--- config.mk ---
export PLATFORM = sky130hd
export DESIGN_NAME = dmem_ctrl
export DESIGN_NICKNAME = d
export VERILOG_FILES = /design/src/rtl/dmem_ctrl_pkg.sv /design/src/rtl/dmem_ext.sv /design/src/rtl/dmem_ctrl.sv
export SDC_FILE = /design/constraint.sdc
export NUM_CORES = 1
export LEC_CHECK = 0
export CORE_ASPECT_RATIO = 1.5
export CORE_MARGIN = 2
export CORE_UTILIZATION = 48
export CTS_CLUSTER_DIAMETER = 200
export CTS_CLUSTER_SIZE = 24
export DETAILED_ROUTE_END_ITERATION = 10
export PLACE_DENSITY = 0.79
export SLEW_MARGIN = 5
export SYNTH_ARGS = -nofsm -noshare
export SYNTH_HDL_FRONTEND = slang
export SYNTH_SLANG_ARGS = --single-unit
--- constraint.sdc ---
create_clock -name clk -period 6 [get_ports clk]
set_input_delay 1.2 -clock clk [delete_from_list [all_inputs] [get_ports clk]]
set_output_delay 1.2 -clock clk [all_outputs]
set_load 0.005 [all_outputs]
--- src/rtl/dmem_ctrl_pkg.sv ---
// Shared constants for the data-memory access unit: memory opcodes and FSM state encoding.
package dmem_ctrl_pkg;

  localparam logic [5:0] OP_LB  = 6'd11;
  localparam logic [5:0] OP_LH  = 6'd12;
  localparam logic [5:0] OP_LW  = 6'd13;
  localparam logic [5:0] OP_LBU = 6'd14;
  localparam logic [5:0] OP_LHU = 6'd15;
  localparam logic [5:0] OP_SB  = 6'd16;
  localparam logic [5:0] OP_SH  = 6'd17;
  localparam logic [5:0] OP_SW  = 6'd18;

  localparam logic [1:0] ST_IDLE = 2'd0;
  localparam logic [1:0] ST_REQ  = 2'd1;
  localparam logic [1:0] ST_XFER = 2'd2;
  localparam logic [1:0] ST_DONE = 2'd3;

endpackage

--- src/rtl/dmem_ext.sv ---
// Opcode decode for the memory unit: access size in bytes, load/store class,
// and sign/zero extension of the little-endian assembled load bytes.
module dmem_ext
  import dmem_ctrl_pkg::*;
(
  input  logic [5:0]  opcode_i,
  input  logic [31:0] raw_i,
  output logic [31:0] result_o,
  output logic [2:0]  size_o,
  output logic        is_load_o
);

  function automatic logic [31:0] sext8(input logic [7:0] b);
    logic signed [7:0] s;
    s = b;
    return 32'(s);
  endfunction

  function automatic logic [31:0] sext16(input logic [15:0] h);
    logic signed [15:0] s;
    s = h;
    return 32'(s);
  endfunction

  always_comb begin
    result_o  = '0;
    size_o    = 3'd4;
    is_load_o = 1'b0;
    case (opcode_i)
      OP_LB:  begin result_o = sext8(raw_i[7:0]);    size_o = 3'd1; is_load_o = 1'b1; end
      OP_LBU: begin result_o = {24'd0, raw_i[7:0]};  size_o = 3'd1; is_load_o = 1'b1; end
      OP_LH:  begin result_o = sext16(raw_i[15:0]);  size_o = 3'd2; is_load_o = 1'b1; end
      OP_LHU: begin result_o = {16'd0, raw_i[15:0]}; size_o = 3'd2; is_load_o = 1'b1; end
      OP_LW:  begin result_o = raw_i;                size_o = 3'd4; is_load_o = 1'b1; end
      OP_SB:  size_o = 3'd1;
      OP_SH:  size_o = 3'd2;
      default: size_o = 3'd4;
    endcase
  end

endmodule

--- src/rtl/dmem_ctrl.sv ---
// Byte-serial load/store engine between the LSB head and the 8-bit RAM arbiter port;
// load results are broadcast on the CDB, completion is pulsed back to the LSB.
module dmem_ctrl
  import dmem_ctrl_pkg::*;
#(
  parameter int ROB_W  = 4,
  parameter int ADDR_W = 32
) (
  input  logic              clk,
  input  logic              rst,
  input  logic              rdy,
  input  logic              lsb_req,
  input  logic [ADDR_W-1:0] lsb_addr,
  input  logic [31:0]       lsb_val,
  input  logic [5:0]        lsb_opcode,
  input  logic [ROB_W-1:0]  lsb_rob_name,
  output logic              lsb_done,
  output logic              mem_req,
  input  logic              mem_gnt,
  output logic [ADDR_W-1:0] mem_a,
  output logic [7:0]        mem_dout,
  output logic              mem_wr,
  input  logic [7:0]        mem_din,
  output logic              cdb_sgn,
  output logic [31:0]       cdb_result,
  output logic [ROB_W-1:0]  cdb_rob_name,
  input  logic              jp_wrong
);

  logic [1:0]        state_q, state_d;
  logic [2:0]        k_q, k_d;
  logic [31:0]       data_q, data_d;
  logic [ADDR_W-1:0] addr_q, addr_d;
  logic [31:0]       val_q, val_d;
  logic [5:0]        opc_q, opc_d;
  logic [ROB_W-1:0]  tag_q, tag_d;

  logic [5:0]  dec_opc;
  logic [31:0] ext_result;
  logic [2:0]  size;
  logic        is_load;
  logic        last_beat;
  logic        addr_beat;
  logic        done_ok;
  logic [2:0]  k_prev;

  // In IDLE the decoder looks at the incoming op; afterwards at the latched one.
  assign dec_opc = (state_q == ST_IDLE) ? lsb_opcode : opc_q;

  dmem_ext u_ext (
    .opcode_i  (dec_opc),
    .raw_i     (data_q),
    .result_o  (ext_result),
    .size_o    (size),
    .is_load_o (is_load)
  );

  assign k_prev    = k_q - 3'd1;
  assign last_beat = is_load ? (k_q == size) : (k_q == size - 3'd1);

  always_comb begin
    state_d = state_q;
    k_d     = k_q;
    data_d  = data_q;
    addr_d  = addr_q;
    val_d   = val_q;
    opc_d   = opc_q;
    tag_d   = tag_q;
    case (state_q)
      ST_IDLE: begin
        if (lsb_req && !jp_wrong) begin
          addr_d  = lsb_addr;
          val_d   = lsb_val;
          opc_d   = lsb_opcode;
          tag_d   = lsb_rob_name;
          data_d  = '0;
          k_d     = '0;
          state_d = ST_REQ;
        end
      end
      ST_REQ: begin
        if (is_load && jp_wrong) begin
          state_d = ST_IDLE;
        end else if (mem_gnt) begin
          k_d     = '0;
          state_d = ST_XFER;
        end
      end
      ST_XFER: begin
        if (is_load && jp_wrong) begin
          state_d = ST_IDLE;
        end else begin
          // Read data trails its address by one cycle, so beat k lands byte k-1.
          if (is_load && (k_q != 3'd0)) data_d[{k_prev[1:0], 3'b000} +: 8] = mem_din;
          if (last_beat) state_d = ST_DONE;
          else           k_d     = k_q + 3'd1;
        end
      end
      default: state_d = ST_IDLE;
    endcase
  end

  always_ff @(posedge clk) begin
    if (rst) begin
      state_q <= ST_IDLE;
      k_q     <= '0;
      data_q  <= '0;
    end else if (rdy) begin
      state_q <= state_d;
      k_q     <= k_d;
      data_q  <= data_d;
    end
  end

  always_ff @(posedge clk) begin
    if (rdy) begin
      addr_q <= addr_d;
      val_q  <= val_d;
      opc_q  <= opc_d;
      tag_q  <= tag_d;
    end
  end

  assign addr_beat = (state_q == ST_XFER) && (k_q < size);
  assign done_ok   = (state_q == ST_DONE) && !(is_load && jp_wrong);

  assign mem_req      = (state_q == ST_REQ) || (state_q == ST_XFER);
  assign mem_wr       = (state_q == ST_XFER) && !is_load;
  assign mem_a        = addr_beat ? addr_q + ADDR_W'(k_q) : '0;
  assign mem_dout     = (addr_beat && !is_load) ? val_q[{k_q[1:0], 3'b000} +: 8] : 8'd0;
  assign lsb_done     = done_ok;
  assign cdb_sgn      = done_ok && is_load;
  assign cdb_result   = (done_ok && is_load) ? ext_result : 32'd0;
  assign cdb_rob_name = (done_ok && is_load) ? tag_q : '0;

endmodule

==> results of run 1 <==
==> report_power, final <==
group	switching, mW	internal [mW]
clock	0.276	0.330
sequential	0.0119	0.838
combinational	0.106	0.105
==> worst max-delay path by stage <==
stage / start / to / slack, ns / depth (start not counted)
2_1_floorplan: lsb_opcode[4] / mem_a[11] / 0.68 / 13
3_3_place_gp: lsb_opcode[3] / mem_dout[1] / -0.1 / 13
3_5_place_dp: lsb_opcode[3] / mem_dout[1] / -0.22 / 13
4_1_cts: lsb_opcode[4] / mem_dout[1] / 0.03 / 13
5_1_grt: lsb_opcode[3] / mem_dout[6] / -0.19 / 13
6_report: lsb_opcode[4] / mem_dout[1] / -0.02 / 13
==> stage by stage <==
stage | hold WS [ns] | area, µm² | instances
3_3_place_gp | 0.463 | 7740 | 868
6_report | 0.479 | 8150 | 887
3_5_place_dp | 0.468 | 7740 | 868
5_1_grt | 0.503 | 8150 | 887
4_1_cts | 0.478 | 8070 | 884
2_1_floorplan | 0.445 | 5960 | 573
==> logic make-up after synthesis <==
kind of cell,Yosys count
adders and majority gates,18
muxes,17
buffers and inverters,54
xor gates and xnor gates,20
and+or+nand+nor,212
AOI/OAI and AO/OA,141
DFF,111
==> metal layers <==
metal  vias up  global-route usage  routed length [µm]
li1       2440                   -                   -
met1      2399               0.258                5760
met2       176               0.413                8240
met3        33              0.0436                 901
met4         0              0.0900                 447
met5         -                   0                   0
==> cell usage in the layout (no fill, tap or decap), types with 3 or more instances in the layout <==
cell and count:
or3_1 9, clkdlybuf4s50_1 163, o21a_1 3, o31ai_1 11, nand4_1 5, o21ai_0 44
and3_1 5, nor2_1 26, nand3b_1 10, buf_4 11, nor3_1 6, xnor2_1 11
mux2i_1 6, inv_1 19, ha_1 16, nor4_1 7, a21oi_1 61, a31oi_1 5
xor2_1 9, or4_1 29, nand2b_1 6, mux4_2 8, nand3_1 12, and2_1 16
nand2_1 40, edfxtp_1 74, clkbuf_16 9, dlymetal6s2s_1 4, nor2b_1 18, dfxtp_1 37
==> state kept, by name, indices dropped and copies added, names as in the netlist <==
name and cells:
data_q 32, tag_q 4, opc_q 6, addr_q 32, k_q 3, state_q 2
val_q 32
==> synthesized netlist by cell type (2+ instances only) <==
cell type | n | share of area
nand3_1 | 12 | 0.010
clkbuf_1 | 27 | 0.017
a21o_1 | 2 | 0.0025
nor2_1 | 28 | 0.018
inv_1 | 19 | 0.012
o31ai_1 | 11 | 0.014
edfxtp_1 | 74 | 0.37
o21ai_0 | 45 | 0.038
or4_1 | 29 | 0.037
o21a_1 | 3 | 0.0038
xnor2_1 | 11 | 0.016
and2_1 | 16 | 0.017
a211oi_2 | 2 | 0.0042
mux4_2 | 8 | 0.030
a21oi_1 | 62 | 0.052
nand3b_1 | 10 | 0.013
or2_2 | 3 | 0.0032
nand2b_1 | 6 | 0.0063
or3_1 | 10 | 0.011
nor2b_1 | 19 | 0.020
nand4_1 | 5 | 0.0053
and3_1 | 6 | 0.0063
a31oi_4 | 2 | 0.0071
dfxtp_1 | 37 | 0.12
nor3_1 | 6 | 0.0050
a31oi_1 | 5 | 0.0053
mux2i_1 | 7 | 0.012
xor2_1 | 9 | 0.013
nor4_1 | 7 | 0.0074
ha_1 | 17 | 0.036
o221a_2 | 2 | 0.0038
buf_1 | 2 | 0.0013
mux2_2 | 2 | 0.0038
buf_6 | 4 | 0.0076
nor4b_1 | 3 | 0.0044
nand2_1 | 40 | 0.025
==> worst reg2reg max path: stages, from the launching register on <==
cell	delay, ns
dfxtp_1	0.36
inv_1	0.10
ha_1	0.53
mux2i_1	0.51
xnor2_1	0.18
nor3_1	0.08
a31oi_1	0.25
ha_2	0.24
buf_4	0.10
nor2_1	0.04
ha_1	0.31
or3_1	0.37
or3_1	0.36
a31o_2	0.28
mux2i_1	0.19
==> timing repair <==
| item | CTS | global route |
|---|---|---|
| pin swaps | 0 | 1 |
| gates resized for setup | 4 | 12 |
| endpoints found under the setup margin | 37 | 37 |
| buffers inserted | 0 | 2 |
| gates cloned | 0 | 0 |
==> area by class of cell <==
cell class,instances,area [µm²],share of cell area
flip-flops and latches,111,2960,0.364
multi-input cells,408,2830,0.347
repair buffers,179,1780,0.219
clock buffers,9,225,0.0276
well taps,153,191,0.0235
clock inverters,7,81.3,0.00998
inverters,20,75.1,0.00922
==> metrics.yaml, run 1 <==
global_routing:
  grt_pass1_vias: 4937
  grt_usage: 0.228
  grt_max_degree: 75
  grt_overflow_total: 0
  grt_pass1_wl_mm: 23.7
  grt_antenna_before_repair: 0
cts:
  clock-root-buffer: "clkbuf_16"
  path_clk_slew_ns: 0.07
  hold_buffers: 0
  cts_tree: "built"
  clock_path_buffers: 2
  htree_levels: 3
  cts.sinks: 111
  cts_buffers: 9
  clk_latency_ns: 0.35
sta:
  layout_min_cycle_time_ns: 6.02
  setup_viol: 1
  hold_violations: 0
  worstMarginPinSlew_ns: 1.07
  rsz0062_at_grt: "true"
  fmax_mhz: 166
  fin_crit_sh: 1.00
  max-slew-margin-rel: 0.286
  clock_skew_ns: 0.00958
  finalSetupTns_ns: -0.0154
  setup_slack_ns: -0.0154
  slew_violations: 0
critical_path:
  end_kind: "output port"
  r2r_cells: 14
  cp.buffers_inverters: 2
  max_stage_delay_ns: 0.53
  critPathTopFamily: "simple AND/OR/NAND/NOR gates"
  timing.rr.end: "state_q[0]$_SDFFE_PP0P_"
  cp.arrival_ns: 4.82
  worstSetupPathType: "input port to output port"
  crit_path_start_kind: "input port"
  cp_slowest_cell: "clkdlybuf4s50_1"
  worstPathRequired_ns: 4.80
  reg2reg_setup_slack_ns: 2.03
  r2r-start: "state_q[0]$_SDFFE_PP0P_"
  cp_cell_sequence: "clkdlybuf4s50_1 > nor4bb_4 > nor2_2 > nor3_1 > a31oi_1 > ha_2 > or2_2 > ha_1 > nor2b_1 > o21a_1 > or3_4 > nor2b_1 > clkdlybuf4s50_1"
  crit_fanout: 8
synthesis:
  synth_simple_gate_area_frac: 0.208
  synth-compound-area-share: 0.141
  ys_warn_count: 0
  synth_top_family_by_area: "simple AND/OR/NAND/NOR gates"
  ys_seq_area_frac: 0.497
  synth_fa_ha_area_frac: 0.0391
  syn_nets: 679
  syn_inst: 573
  ys.flop_type: "edfxtp_1"
  synth-seq-cells: 111
  synth_area_mm2: 0.00596
  synth.distinct_cells: 58
  synth-async-reset-ratio: 0
  synth_edf_count: 74
  synth_xor_xnor_area_share: 0.0294
  syn_avg_cell_area_um2: 10.4
  muxShareOfSynthArea: 0.0458
pwr:
  peakVddDrop_mv: 0.139
  p_total_mw: 1.67
  power_per_cell_area_mw_per_mm2: 205
  leakage_nw: 2.68
placed_design:
  globalplace.congestion: 0.862
  io_buffer_count: 167
  place_ws_ns: -0.224
  hpwl_mm: 11.1
routing:
  drc: 0
  routed_wl_mm: 15.3
  via_count: 5048
  ant_nets: 0
  via_per_inst: 5.69
  first_pass_iters: 7
  wire_per_inst_um: 17.3
  drtIter0Drc: 274
worst_hold_path:
  min_from: "data_q[23]$_SDFFE_PP0P_"
  whs_endpoint: "data_q[23]$_SDFFE_PP0P_"
  hold_depth: 2
  hp-class: "register to register"
final_layout:
  fillers: 910
  fin_util: 0.675
  n_antenna_cell: 0
  final_layout_size_suffix_gt1_frac: 0.0967
  nets: 835
  area_delta_synth_final_pct: 36.8
status:
  violations: "setup timing"
  status: "finished with violations"
floorplan:
  dieArea_mm2: 0.0133
  initial_core_util: 0.493
  fp.dieW_um: 95.0
  dieHeight_um: 140
  ios: 168
  core_area_mm2: 0.0121
  num_rows: 49
job:
  drv_cap: 0
No activity file was read; power rests on OpenSTA's default activity.
==> run 2, diff against run 1 <==
Settings changed: CAP_MARGIN set to 20, CTS_CLUSTER_SIZE 24 to 16.
==> metrics.yaml, run 2 (synthesis results as in run 1) <==
final_layout:
  final_common_cell: "clkdlybuf4s50_1"
  area_delta_synth_final_pct: 36.4
  layout_common_cells: "clkdlybuf4s50_1 (163), edfxtp_1 (74), a21oi_1 (60)"
  largestRegisters: "addr_q: 32 flops, data_q: 32 flops, val_q: 32 flops"
  nets: 834  # -0.12%
  fillers: 922  # +1.3%
  regArea_mm2: 0.00296  # unchanged
  multi_input_area_mm2: 0.00283  # unchanged
  n_antenna_cell: 0  # unchanged
  final_layout_size_suffix_gt1_frac: 0.0969  # +0.000132
  fin_util: 0.673  # -0.00197
routing:
  ant_nets: 0  # unchanged
  via_per_inst: 5.61  # -1.4%
  drtIter0Drc: 302  # +10%
  first_pass_iters: 4  # -3
  drc: 0  # unchanged
  wire_per_inst_um: 16.9  # -2.3%
  routed_wl_mm: 15.0  # -2.4%
  via_count: 4970  # -1.5%
sta:
  rsz0062_at_grt: "true"
  max-slew-margin-rel: 0.329  # +0.0434
  slew_violations: 0  # unchanged
  finalSetupTns_ns: 0  # +0.0154 ns
  clock_skew_ns: 0.00891  # -0.000671 ns
  worstMarginPinSlew_ns: 1.00  # -0.0648 ns
  fmax_mhz: 170  # +2.4%
  hold_violations: 0  # unchanged
  setup_viol: 0  # -1
  fin_hold_ws_ns: 0.478  # -0.000682 ns
  fin_crit_sh: 0.979  # -0.0232
  layout_min_cycle_time_ns: 5.88  # -0.139 ns
placed_design:
  io_buffer_count: 167  # unchanged
  hpwl_mm: 11.2  # +0.90%
  globalplace.congestion: 0.862  # unchanged
global_routing:
  met3_usage: 0.0409  # -0.00269
  grt_pass1_vias: 4977  # +0.81%
  grtUsageMet2: 0.417  # +0.00336
  grtUsageMet1: 0.261  # +0.00301
  grt_antenna_before_repair: 0  # unchanged
  grt_max_degree: 75  # unchanged
  grt_overflow_total: 0  # unchanged
  grt_pass1_wl_mm: 23.9  # +0.55%
  grt-busiest-layer: "met2"
  grt_usage: 0.228  # about the same
pwr:
  power_per_cell_area_mw_per_mm2: 200  # -2.0%
  leakage_nw: 2.66  # -0.64%
  peakVddDrop_mv: 0.126  # -9.8%
floorplan:
  num_rows: 49  # unchanged
  fp.dieW_um: 95.0  # unchanged
  core_area_mm2: 0.0121  # unchanged
  dieArea_mm2: 0.0133  # unchanged
  initial_core_util: 0.493  # unchanged
  dieHeight_um: 140  # unchanged
  ios: 168  # unchanged
critical_path:
  worstSetupPathType: "input port to output port"
  end_kind: "output port"
  crit_fanout: 8  # unchanged
  cp.arrival_ns: 4.68  # -0.14 ns
  crit_path_start_kind: "input port"
  reg2reg_setup_slack_ns: 2.16  # +0.13 ns
  worstPathRequired_ns: 4.80  # about the same
  r2r_cells: 14  # unchanged
cts:
  hold_buffers: 0  # unchanged
  cts_tree: "built"
  clock_path_buffers: 2  # unchanged
  clk_latency_ns: 0.34  # about the same
  clock-root-buffer: "clkbuf_16"
  path_clk_slew_ns: 0.07  # about the same
  htree_levels: 3  # unchanged
  cts.sinks: 111  # unchanged
  postCtsSetupBuffers: 0  # unchanged
  cts_buffers: 9  # unchanged
status:
  status: "finished clean"
worst_hold_path:
  hold_depth: 2  # unchanged
  hp-class: "register to register"
job:
  drv_cap: 0  # unchanged
-- run 2: cell count changes in the layout (fill, tap and decap cells not counted), sizes merged --
cell and delta:
buf -2, clkinvlp -1, bufinv -1, clkinv +2, clkbuf +1
-- run 2: final timing paths --
kind,start,to
min reg2reg,data_q[23]$_SDFFE_PP0P_,data_q[23]$_SDFFE_PP0P_
max,lsb_opcode[3],mem_dout[5]
max reg2reg,state_q[0]$_SDFFE_PP0P_,state_q[0]$_SDFFE_PP0P_
min,data_q[23]$_SDFFE_PP0P_,data_q[23]$_SDFFE_PP0P_
-- run 2: critical path: stages --
cell             delay [ns]
clkdlybuf4s50_1        0.48
nor4bb_4               0.34
nor2_2                 0.11
a211oi_2               0.19
mux2i_1                0.13
ha_2                   0.20
or2_2                  0.29
ha_1                   0.30
nor2b_1                0.14
o21a_1                 0.20
or3_4                  0.41
nor2b_1                0.15
clkdlybuf4s50_1        0.52
-- run 2: metrics by stage --
step	power (mW)	instances	cell area [µm²]	worst slack (ns)
3_5_place_dp	1.07	869	7770	-0.206
4_1_cts	1.63	885	8080	0.0392
3_3_place_gp	1.06	868	7740	-0.0989
6_report	1.63	886	8120	0.124
2_1_floorplan	0.970	573	5960	0.676
5_1_grt	1.69	886	8120	-0.0676
-- run 2: final cells by class --
class,count,share of cell area
clock buffer,9,0.0277
clock inverter,7,0.00709
inverter,20,0.00924
multi-input combinational,408,0.348
sequential,111,0.365
tap,153,0.0236
timing repair buffer,178,0.220
-- run 2: per-layer routing --
layer | wire (µm) | vias to the layer above
met3 | 755 | 26
met5 | 0 | -
met1 | 5600 | 2357
met4 | 408 | 0
met2 | 8210 | 145
li1 | - | 2442
-- run 2: repair_timing --
| item | CTS | global route |
|---|---|---|
| resized for setup | 4 | 12 |
| endpoints found under the setup margin | 37 | 37 |
| pin swaps | 0 | 1 |
| hold endpoints to repair | 0 | 0 |
-- run 2: where the power goes --
group / internal [mW] / switching, mW / leakage [nW] / total, mW
Clock: 0.288 / 0.279 / 0.141 / 0.567
Combinational: 0.107 / 0.105 / 1.54 / 0.212
Sequential: 0.838 / 0.0116 / 0.976 / 0.849
==> run 3, diff against run 2 <==
Settings changed: ABC_AREA set to 1, CORE_MARGIN 2 to not set, CORE_UTILIZATION 48 to 50, PLACE_DENSITY 0.79 to 0.81.
==> metrics.yaml, run 3 <==
critical_path:
  cp.arrival_ns: 4.58  # -0.10 ns
  cp.buffers_inverters: 8  # +6
  worstPathRequired_ns: 4.80  # about the same
  crit_path_start_kind: "input port"
  max_stage_delay_ns: 0.52  # about the same
  cp_cell_sequence: "clkdlybuf4s50_1 > nand2_1 > nand2_2 > nand3_4 > inv_2 > nand2_1 > o21ai_2 > nand2_1 > ha_1 > inv_1 > nand3_1 > ha_1 > inv_1 > nor3_1 > nor4_2 > buf_4 > buf_4 > buf_4 > o21ai_0 > a21oi_1 > clkdlybuf4s50_1"
  worstSetupPathType: "input port to output port"
  cp_slowest_cell: "clkdlybuf4s50_1"
  end_kind: "output port"
  critPathTopFamily: "buffers and inverters"
  crit_fanout: 11  # +3
cts:
  cts_buffers: 9  # unchanged
  path_clk_slew_ns: 0.07  # about the same
  htree_levels: 3  # unchanged
  cts.sinks: 111  # unchanged
  cts_tree: "built"
  hold_buffers: 0  # unchanged
  clock_path_buffers: 2  # unchanged
  clk_latency_ns: 0.35  # about the same
  clock-root-buffer: "clkbuf_16"
placed_design:
  dp.cells: 1114  # +28%
  hpwl_mm: 13.4  # +20%
  io_buffer_count: 167  # unchanged
  place_ws_ns: -0.0419  # +0.164 ns
  postPlaceCellArea_mm2: 0.00814  # +4.7%
  globalplace.congestion: 0.936  # +8.6%
synthesis:
  ys_warn_count: 0  # unchanged
  synthTopCellsByArea: "edfxtp_1 (35%), dfxtp_1 (12%), nand2_1 (10%), nor2_1 (8.5%), a21oi_1 (5.4%)"
  yosysMostFrequentCell: "nand2_1"
  syn_avg_cell_area_um2: 7.87  # -24%
  synth-async-reset-ratio: 0  # unchanged
  ys.flop_type: "edfxtp_1"
  syn_nets: 922  # +36%
  synth_area_mm2: 0.00642  # +7.8%
  synth_top_area_cell: "edfxtp_1"
  syn_inst: 816  # +42%
  synth-seq-cells: 111  # unchanged
  synthDominantCellAreaShare: 0.346  # -0.0269
  synthTopCellsByCount: "nand2_1 (172), nor2_1 (145), inv_1 (79), edfxtp_1 (74), a21oi_1 (69)"
  synth_edf_count: 74  # unchanged
  ys_seq_area_frac: 0.462  # -0.0359
  synth.distinct_cells: 41  # -29%
floorplan:
  dieHeight_um: 141  # +0.24%
  num_rows: 50  # +2.0%
  fp.dieW_um: 94.5  # -0.46%
  initial_core_util: 0.513  # +0.0199
  core_area_mm2: 0.0125  # +3.6%
  ios: 168  # unchanged
  dieArea_mm2: 0.0133  # -0.22%
sta:
  max-slew-margin-rel: 0.370  # +0.0409
  setup_slack_ns: 0.222  # +0.0981 ns
  finalSetupTns_ns: 0  # unchanged
  clock_skew_ns: 0.0120  # +0.00305 ns
  hold_violations: 0  # unchanged
  setup_viol: 0  # unchanged
  layout_min_cycle_time_ns: 5.78  # -0.0981 ns
  fmax_mhz: 173  # +1.7%
  fin_crit_sh: 0.963  # -0.0163
  worstMarginPinSlew_ns: 0.939  # -0.0625 ns
  slew_violations: 0  # unchanged
routing:
  drc: 0  # unchanged
  wl_met3_mm: 1.03  # +36%
  routed_wl_mm: 17.7  # +18%
  drtIter0Drc: 302  # unchanged
  first_pass_iters: 4  # unchanged
  ant_nets: 0  # unchanged
  via_count: 5952  # +20%
  wire_per_inst_um: 15.6  # -7.7%
  wl_met1_mm: 6.48  # +16%
  highest_layer: "met4"
  wl_met2_mm: 9.58  # +17%
  via_per_inst: 5.25  # -6.4%
final_layout:
  nets: 1079  # +29%
  final_cell_count_no_fill: 1134  # +28%
  largestRegisters: "addr_q: 32 flops, data_q: 32 flops, val_q: 32 flops"
  final_common_cell: "nand2_1"
  multi_input_area_mm2: 0.00296  # +4.8%
  layout_common_cells: "nand2_1 (171), clkdlybuf4s50_1 (160), nor2_1 (143)"
  regArea_mm2: 0.00296  # unchanged
  final_area_mm2: 0.00847  # +4.3%
  n_antenna_cell: 0  # unchanged
  area_delta_synth_final_pct: 32.0
  fillers: 1085  # +18%
  final_layout_size_suffix_gt1_frac: 0.0695  # -0.0273
status:
  status: "finished clean"
pwr:
  leakage_nw: 3.29  # +24%
  peakVddDrop_mv: 0.140  # +12%
  power_per_cell_area_mw_per_mm2: 237  # +18%
  p_total_mw: 2.01  # +24%
global_routing:
  grt_max_degree: 65  # -13%
  grt_pass1_vias: 5743  # +15%
  grt_antenna_before_repair: 0  # unchanged
  grt_usage: 0.273  # +0.0448
  grt_pass1_wl_mm: 27.8  # +16%
  grt_overflow_total: 0  # unchanged
worst_hold_path:
  hp-class: "register to register"
job:
  drv_cap: 0  # unchanged
run 3: metal layers:
layer  vias up  GRT usage
met2       199      0.505
li1       2998          -
met1      2712      0.284
met4         0      0.131
met5         -          0
met3        43     0.0599
run 3: power by group:
| group | switching, mW | leakage, nW | internal (mW) |
|---|---|---|---|
| Sequential | 0.0426 | 0.978 | 0.884 |
| Clock | 0.268 | 0.128 | 0.285 |
| Combinational | 0.305 | 2.18 | 0.227 |
| Total | 0.615 | 3.29 | 1.40 |
run 3: metrics by stage:
stage,hold WS (ns),utilization
6_report,0.481,0.677
5_1_grt,0.500,0.677
4_1_cts,0.485,0.672
3_5_place_dp,0.468,0.650
3_3_place_gp,0.462,0.650
2_1_floorplan,0.452,-
run 3: final cells by class:
| class | count | share of cell area |
|---|---|---|
| inverter | 85 | 0.0377 |
| timing repair buffer | 177 | 0.208 |
| clock inverter | 4 | 0.00369 |
| clock buffer | 12 | 0.0279 |
| sequential | 111 | 0.350 |
| multi-input combinational | 589 | 0.350 |
| tap | 156 | 0.0230 |
run 3: repair_timing:
item                       4_1_cts  5_1_grt
setup endpoints to repair        2       38
pin swaps                        0        2
hold endpoints to repair         0        0
gates cloned                     0        0
setup buffers                    0        4
gates resized for setup          1       13
run 3: worst paths after layout:
path | startpoint | endpoint | slack (ns) | cells past startpoint
worst max-delay path | lsb_opcode[3] | mem_a[14] | 0.22 | 21
worst min-delay path | data_q[18]$_SDFFE_PP0P_ | data_q[18]$_SDFFE_PP0P_ | 0.48 | 2
worst max register to register | state_q[0]$_SDFFE_PP0P_ | k_q[0]$_SDFFE_PP0P_ | 2.58 | 22
worst min register to register | data_q[18]$_SDFFE_PP0P_ | data_q[18]$_SDFFE_PP0P_ | 0.48 | 2
run 3: worst reg2reg max path, stage by stage (launching register included):
cell and delay (ns):
dfxtp_1 0.42, inv_1 0.09, ha_1 0.35, inv_2 0.19
nand2_1 0.11, nand2_2 0.11, nand3_4 0.11, inv_2 0.11
nand2_1 0.10, o21ai_2 0.15, nand2_1 0.08, ha_1 0.19
inv_1 0.09, nand3_1 0.10, ha_1 0.28, inv_1 0.05
nor3_1 0.17, inv_1 0.06, nand2_1 0.08, nand3_1 0.15
nand2_1 0.16, nand2_1 0.06, a21oi_1 0.15
run 3: logic make-up (layout without fill, tap and decap cells):
logic type               after synthesis  count (layout)  share of synthesized area
adder cells (fa/ha/maj)               18              18                     0.0363
flip-flops                           111             111                      0.462
XOR/XNOR                              16              16                     0.0218
buffers and inverters                116             278                     0.0813
AO/OA/AOI/OAI                        115             115                      0.102
AND/OR/NAND/NOR                      440             440                      0.297
